$ cat src/rtl/mod_seq_unit.sv
// -----------------------------------------------------------------------------
// mod_seq_unit
//
// Sequential unsigned modulo unit (A mod B) using restoring division, one
// quotient bit per clock. Its result feeds the op_mod input of the ALU's
// 1-bit 8:1 result mux, one result bit per mux slice.
//
// Ports
//   clk       system clock, all state updates on the rising edge
//   rst_n     synchronous active-low reset
//   start     operation request, accepted only while idle
//   a, b      dividend / divisor, captured on an accepted start
//   result    a mod b (a when b == 0), updated only on entry to DONE
//   busy      high while iterating (CALC)
//   done      one-cycle pulse, result valid
//   div_zero  set with result when the captured divisor was zero
// -----------------------------------------------------------------------------
module mod_seq_unit #(
    parameter int WIDTH = 32,
    parameter int CNT_W = 6
) (
    input  logic             clk,
    input  logic             rst_n,
    input  logic             start,
    input  logic [WIDTH-1:0] a,
    input  logic [WIDTH-1:0] b,
    output logic [WIDTH-1:0] result,
    output logic             busy,
    output logic             done,
    output logic             div_zero
);

    typedef enum logic [1:0] {
        S_IDLE = 2'd0,
        S_CALC = 2'd1,
        S_DONE = 2'd2
    } state_t;

    state_t             state_q, state_d;
    logic [WIDTH-1:0]   dividend_q, dividend_d;
    logic [WIDTH-1:0]   divisor_q, divisor_d;
    logic [WIDTH:0]     rem_q, rem_d;
    logic [CNT_W-1:0]   cnt_q, cnt_d;
    logic [WIDTH-1:0]   result_q, result_d;
    logic               div_zero_q, div_zero_d;

    // One restoring step: shift the next dividend bit into the partial
    // remainder, then subtract the divisor if it fits. Everything is kept
    // WIDTH+1 bits wide so the compare never wraps.
    logic [WIDTH:0]     rem_shift;
    logic [WIDTH:0]     rem_sub;
    logic               rem_ge;
    logic [WIDTH:0]     rem_step;

    always_comb begin
        rem_shift = {rem_q[WIDTH-1:0], dividend_q[WIDTH-1]};
        rem_sub   = rem_shift - {1'b0, divisor_q};
        rem_ge    = (rem_shift >= {1'b0, divisor_q});
        rem_step  = rem_ge ? rem_sub : rem_shift;
    end

    always_comb begin
        state_d    = state_q;
        dividend_d = dividend_q;
        divisor_d  = divisor_q;
        rem_d      = rem_q;
        cnt_d      = cnt_q;
        result_d   = result_q;
        div_zero_d = div_zero_q;

        unique case (state_q)
            S_IDLE: begin
                if (start) begin
                    dividend_d = a;
                    divisor_d  = b;
                    rem_d      = '0;
                    cnt_d      = '0;
                    div_zero_d = 1'b0;
                    if (b == '0) begin
                        // Nothing to iterate: the remainder of x mod 0 is
                        // defined as x, flagged by div_zero.
                        result_d   = a;
                        div_zero_d = 1'b1;
                        state_d    = S_DONE;
                    end else begin
                        state_d    = S_CALC;
                    end
                end
            end
            S_CALC: begin
                rem_d      = rem_step;
                dividend_d = {dividend_q[WIDTH-2:0], 1'b0};
                cnt_d      = cnt_q + 1'b1;
                if (cnt_q == CNT_W'(WIDTH - 1)) begin
                    // Last iteration: publish the final remainder only now so
                    // the mux never observes a partial value.
                    result_d = rem_step[WIDTH-1:0];
                    state_d  = S_DONE;
                end
            end
            S_DONE: begin
                state_d = S_IDLE;
            end
            default: begin
                state_d = S_IDLE;
            end
        endcase
    end

    always_ff @(posedge clk) begin
        if (!rst_n) begin
            state_q    <= S_IDLE;
            dividend_q <= '0;
            divisor_q  <= '0;
            rem_q      <= '0;
            cnt_q      <= '0;
            result_q   <= '0;
            div_zero_q <= 1'b0;
        end else begin
            state_q    <= state_d;
            dividend_q <= dividend_d;
            divisor_q  <= divisor_d;
            rem_q      <= rem_d;
            cnt_q      <= cnt_d;
            result_q   <= result_d;
            div_zero_q <= div_zero_d;
        end
    end

    // Status outputs are pure decodes of the registered state, so busy and
    // done are mutually exclusive by construction.
    assign busy     = (state_q == S_CALC);
    assign done     = (state_q == S_DONE);
    assign result   = result_q;
    assign div_zero = div_zero_q;

endmodule

$ cat config.mk
export PLATFORM = sky130hd
export DESIGN_NAME = mod_seq_unit
export DESIGN_NICKNAME = d
export VERILOG_FILES = /design/src/rtl/mod_seq_unit.sv
export SDC_FILE = /design/constraint.sdc
export NUM_CORES = 1
export LEC_CHECK = 0
export CAP_MARGIN = 10
export CORE_ASPECT_RATIO = 1.1
export CORE_UTILIZATION = 45
export DETAILED_ROUTE_END_ITERATION = 16
export PLACE_DENSITY = 0.7
export SETUP_SLACK_MARGIN = 0.05
export SKIP_LAST_GASP = 1
export SYNTH_ARGS = -nofsm -noshare
export SYNTH_HDL_FRONTEND = slang
export SYNTH_SLANG_ARGS = --single-unit
$ cat constraint.sdc
create_clock -name clk -period 2.95 [get_ports clk]
set_input_delay 0.59 -clock clk [delete_from_list [all_inputs] [get_ports clk]]
set_output_delay 0.59 -clock clk [all_outputs]
set_load 0.005 [all_outputs]
==> impl_metrics.ini <==
[status]
outcome = finished clean

[yosys]
ys_ff_latch = 137
synthCells = 1050
netlist-cell-type-count = 86
synthTopCellsByCount = 187 x nand2_1, 137 x dfxtp_1, 68 x nand3_1
netlist_area_sq_um = 8324
yosysTopAreaCell = dfxtp_1
yosys_warnings = 0
async_flop_share_pct = 0
synth_top_area_share_pct = 32.95
synth.avg_cell_area_sq_um = 7.928
syn-num-nets = 1151
synth_flop_cell = dfxtp_1
ys_seq_area_share_pct = 32.95
yosysMostFrequentCell = nand2_1
synth-edff-count = 0
yosys-top-cells-area = dfxtp_1 33%, nand2_1 8.4%, ha_1 5.0%

[place]
io_buffers = 101
dp_slack_ns = -0.08369
dp_hpwl_mm = 17.64
place_area_sq_um = 9917
gp_congestion = 0.9972

[clocking]
clock-sinks = 137
clk_latency_ns = 0.43
cts_tree = yes
clock_path_buffers = 2
cts.clk_slew.worst_paths_ns = 0.06
cts_hold_buf = 0
cts_made_buffers = 17
cts-root-buf = clkbuf_16
cts.htree.levels = 4

[worst_setup_path]
critPathSlowestCell = a221o_2
reg2reg_slack_ns = 0.14
setup.worst_path.class = flip-flop to flip-flop
r2r_start = dividend_q[31]
ff2ff_path_depth = 12
path_cells = inv_1 > ha_1 > inv_1 > fa_2 > a21o_1 > a221o_2 > a21oi_2 > o31ai_2 > o31ai_2 > xnor2_1 > mux2i_1 > o311ai_1
cp-start-kind = flip-flop
reg2reg_to = result[16]
critPathArrivalTime_ns = 3.15
worstSetupEndpointType = flip-flop
required_ns = 3.29
slowest_delay_ns = 0.41
critPathMaxFanout = 3

[global_route]
gr-usage-all-layers_pct = 26.29
grt_overflow_total = 0
antenna_found_initial = 0
grt_use_met2_pct = 46.17
grt_pass1_vias = 7872
grt.busiest_layer = met2
grt_pass1_wl_mm = 39.52
grt_max_degree = 88
use_met3_pct = 4.627
use_met1_pct = 31.01

[min_path]
hold_depth = 2
hp-class = flip-flop to flip-flop
hold_end = result[11]
worstHoldStart = result[11]

[final_layout]
stdcell_area_sq_um = 10610
drive_gt1_share_pct = 14.24
nets = 1268
fillerInstances = 1639
area_delta_synth_final_pct = 27.49
antenna_cells = 0
fin_util_pct = 59.19

[power_and_ir_drop]
max-vdd-ir-drop_uv = 930.9
power_leakage_nw = 4.359
total_power_mw = 12.51
powerDensity_nw_per_um2 = 1179

[die]
coreArea_sq_um = 17930
rows = 51
start_util_pct = 46.42
die-height_um = 144.6
ioPinCount = 102
fp.dieW_um = 131.7
dieArea_sq_um = 19050

[sta]
finalCriticalPeriod_ns = 2.809
relSlewSlack_pct = 39.05
slew_viol_final = 0
rsz0062_at_grt = yes
fin_tns_setup_ns = 0
setup_viol = 0
fmax_ghz = 0.3560
hold_violations = 0
period_share_pct = 95.21
finalClockSkew_ns = 0.006246
tightest_slew_ns = 0.9143
layout_setup_ws_ns = 0.1413

[detailed_routing]
vias_per_cell = 5.751
first_pass_iters = 5
routedWlPerCell_um = 17.16
drt_iter0_drc = 653
via_count = 8155
drc_errors = 0
final_antenna_net_count = 0
wl_mm = 24.33

[job]
maxCapViolations = 0
[worst max-delay path, delay by kind of cell (launching register included)]
| family | cells | cell delay [ns] |
|---|---|---|
| fa+ha+maj | 2 | 0.50 |
| buf+inv | 2 | 0.13 |
| compound gates | 6 | 1.39 |
| flops | 1 | 0.32 |
| xor+xnor | 1 | 0.21 |
| mux | 1 | 0.16 |
[power breakdown]
part           internal (mW)  total [mW]  switching (mW)
sequential              2.07        2.28           0.213
clock                   1.10        1.98           0.882
combinational           3.57        8.25            4.68
[layout by cell type (no fill, tap or decap), drive strengths merged, types with 5 or more instances in the layout]
master and n:
xnor2 17, nor3 7, ha 33, o21ai 49, a31oi 14, a211oi 12
nor2b 5, clkbuf 19, nor3b 14, nand2b 6, nor2 34, o211a 34
dfxtp 137, a21o 14, inv 46, nor4 11, and2 14, mux2i 10
clkdlybuf4s50 100, o211ai 42, or3 17, clkinv 8, o31ai 6, nand3 68
nand2 188, xor2 6, and3 15, a21oi 67, buf 76, nand4 9
a21boi 40
[worst max-delay path by stage]
stage | start | slack (ns) | end | depth (start not counted)
after floorplan | dividend_q[31] | 0.26 | result[30] | 11
after global placement | b[0] | -0.08 | result[29] | 10
after detailed placement | b[0] | -0.08 | result[29] | 10
after CTS | dividend_q[31] | 0.02 | result[16] | 12
after global routing | divisor_q[1] | 0.03 | rem_q[27] | 10
final | dividend_q[31] | 0.14 | result[16] | 12
[metrics by stage]
stage | hold slack, ns | cells
detailed placement | 0.4502 | 1380
finish | 0.4551 | 1418
global route | 0.4832 | 1418
floorplan | 0.4418 | 1050
CTS | 0.4588 | 1412
global placement | 0.4449 | 1380
[logic make-up after synthesis]
kind of cell | after synthesis | share of synthesized area (%)
mux | 11 | 1.338
xor+xnor | 23 | 2.420
compound gates | 322 | 28.50
flops | 137 | 32.95
buf+inv | 123 | 6.012
simple gates | 400 | 23.58
fa+ha+maj | 34 | 5.201
[flip-flops by register name, indices dropped and copies added (netlist names)]
name,flops
cnt_q,6
state_q,2
divisor_q,32
result,32
div_zero,1
dividend_q,32
rem_q,32
[repair_timing]
action	CTS	global route
buffers inserted	0	5
pin swaps	2	14
endpoints found under the setup margin	5	50
gates cloned	0	1
resized for setup	2	20
[per-layer routing]
layer	vias to the layer above	share of wire (%)
met5	-	0
met4	0	4.1
met3	72	3.7
met2	208	49
met1	3856	43
li1	4019	-
[layout make-up]
cell class / instances / area [sq um] / area share (%)
clock buffer: 19 / 442.9 / 4.174
sequential: 137 / 2743 / 25.84
multi-input combinational: 791 / 5207 / 49.07
tap: 238 / 297.8 / 2.806
timing repair buffer: 176 / 1659 / 15.63
inverter: 44 / 165.2 / 1.556
clock inverter: 13 / 97.59 / 0.9196
Note: power is estimated with default switching activity, not from simulation.
==> variant, RTL diff (same flow settings) <==
The parameter `WIDTH` goes from 32 to 16.
--- a/src/rtl/mod_seq_unit.sv
+++ b/src/rtl/mod_seq_unit.sv
@@ -18,3 +18,3 @@
 module mod_seq_unit #(
-    parameter int WIDTH = 32,
+    parameter int WIDTH = 16,
     parameter int CNT_W = 6
Ports: changed (resized a, b and result); port bits go from 102 to 54. The function was not compared with the original's and may differ.
==> variant against the unedited design <==
Highest routed layer unchanged; maximum frequency increased by 4.8%; total power is 59% lower; clock power decreased by 56%; largest power group unchanged; cell area is 54% lower; worst setup slack better by 0.13 ns; sequential cell count shrank 64; synthesized area shrank 52%; core utilization down 2.1 points; routed wire length fell by 54%.
==> variant: results (changes against the unedited design) <==
Worst setup path:
- The cell depth of the worst flop-to-flop path came to 10 (was 12).
- The worst flop-to-flop path endpoint is result[12] (was result[16]).
- The worst reg2reg path startpoint is divisor_q[0] (was dividend_q[31]).
- The minimum setup slack among reg-to-reg paths came to 0.27 ns (was 0.14 ns).
- The library cell contributing the largest single delay on the critical path is fa_1 (was a221o_2).

Placement:
- The last weighted congestion value of the routability-driven placer is 0.854 (was 0.997).
- The cell area reported after detailed placement is 4620 um2 (was 9920 um2).
- The post-detailed-placement half-perimeter wirelength was 8200 um (was 17600 um).
- The total instance count after detailed placement is 663 (was 1380).
- The worst-case setup slack after placement was 0.306 ns (was -0.0837 ns).

Synthesis:
- The net count after synthesis is 571 (was 1151).
- The register area share after synthesis is 36.7% (was 32.9%).
- The gate count of the mapped netlist is 518 (was 1050).
- The count of different cell masters after synthesis is 55 (was 86).
- Commonest cells in the synthesized netlist: nand2_1, dfxtp_1, a21oi_1 (was nand2_1, dfxtp_1, nand3_1).

Routing:
- The wire length per cell after detailed routing is 16.4 um (was 17.2 um).
- The detailed-route vias per instance was 5.81 (was 5.75).
- The total detailed-routing wirelength is 11100 um (was 24300 um).

Global route:
- The number of global-route vias before repair is 3889 (was 7872).
- The largest net degree at the start of global routing was 35 (was 88).
- The overall fraction of global-route tracks in use came to 25.6% (was 26.3%).
- The wire length of the first global-routing pass is 18700 um (was 39500 um).

Timing:
- The worst-case hold slack was 0.456 ns (was 0.455 ns).
- The worst-case headroom to the max-slew limit is 28.9% (was 39.0%).

Finish:
- The number of nets in the finished design came to 616 (was 1268).
- The share of the core filled with cells in the final layout came to 57.1% (was 59.2%).
- The total of fill cells in the finished design came to 819 (was 1639).

Outcome:
- Result of the run: complete, no violations (unchanged).

Clocking:
- The clock insertion delay at the later pin of the skew report came to 0.35 ns (was 0.43 ns).
- The number of buffers created by CTS is 9 (was 17).

Hold path:
- The startpoint of the most critical hold path is div_zero (was result[11]).

Power and ir drop:
- The static leakage was 1.88 nW (was 4.36 nW).
- The worst ir drop on vdd is 0.000442 V (was 0.000931 V).
==> variant: changes by cell type in the layout (fill, tap and decap cells not counted), sizes merged, moves of 21 or more <==
cell	before	now
a21boi	40	0
buf	76	15
clkdlybuf4s50	100	53
dfxtp	137	73
inv	46	24
nand2	188	79
nand3	68	22
o211a	34	0
o211ai	42	3
o221ai	0	21
==> variant: metal layers <==
metal | GRT usage [%] | routed length, um
met3 | 4.45 | 427
met2 | 43.3 | 5280
met4 | 11.2 | 351
met5 | 0 | 0
met1 | 32.1 | 5060
==> variant: report_power, final <==
group	switching, mW	total, mW	internal [mW]
logic	1.73	2.94	1.20
clock network	0.400	0.876	0.476
registers	0.132	1.26	1.13
total	2.26	5.07	2.81
==> variant: area by class of cell <==
type / instances / area share (%)
Timing Repair Buffer: 68 / 13.3
Clock buffer: 9 / 2.55
Multi-Input combinational cell: 386 / 47.3
Inverter: 25 / 1.94
Clock inverter: 7 / 1.96
Tap cell: 111 / 2.86
Sequential cell: 73 / 30.1
==> variant: worst reg2reg max path, cell delays in order, from the launching register on <==
cell	delay (ns)
dfxtp_1	0.38
ha_1	0.20
inv_1	0.06
fa_1	0.41
a21oi_1	0.29
o221ai_1	0.16
a21oi_1	0.25
o21ai_0	0.14
xor2_1	0.21
mux2i_1	0.14
a221oi_1	0.34
==> variant: kinds of logic (layout without fill, tap and decap cells) <==
group           count (synthesis)  count (layout)  synth area share, %
compound gates                170             170                 26.4
xor+xnor                       13              13                 2.86
fa+ha+maj                      18              18                 5.85
buf+inv                        59             109                 5.97
flops                          73              73                 36.7
mux                            11              11                 2.77
simple gates                  174             174                 19.4
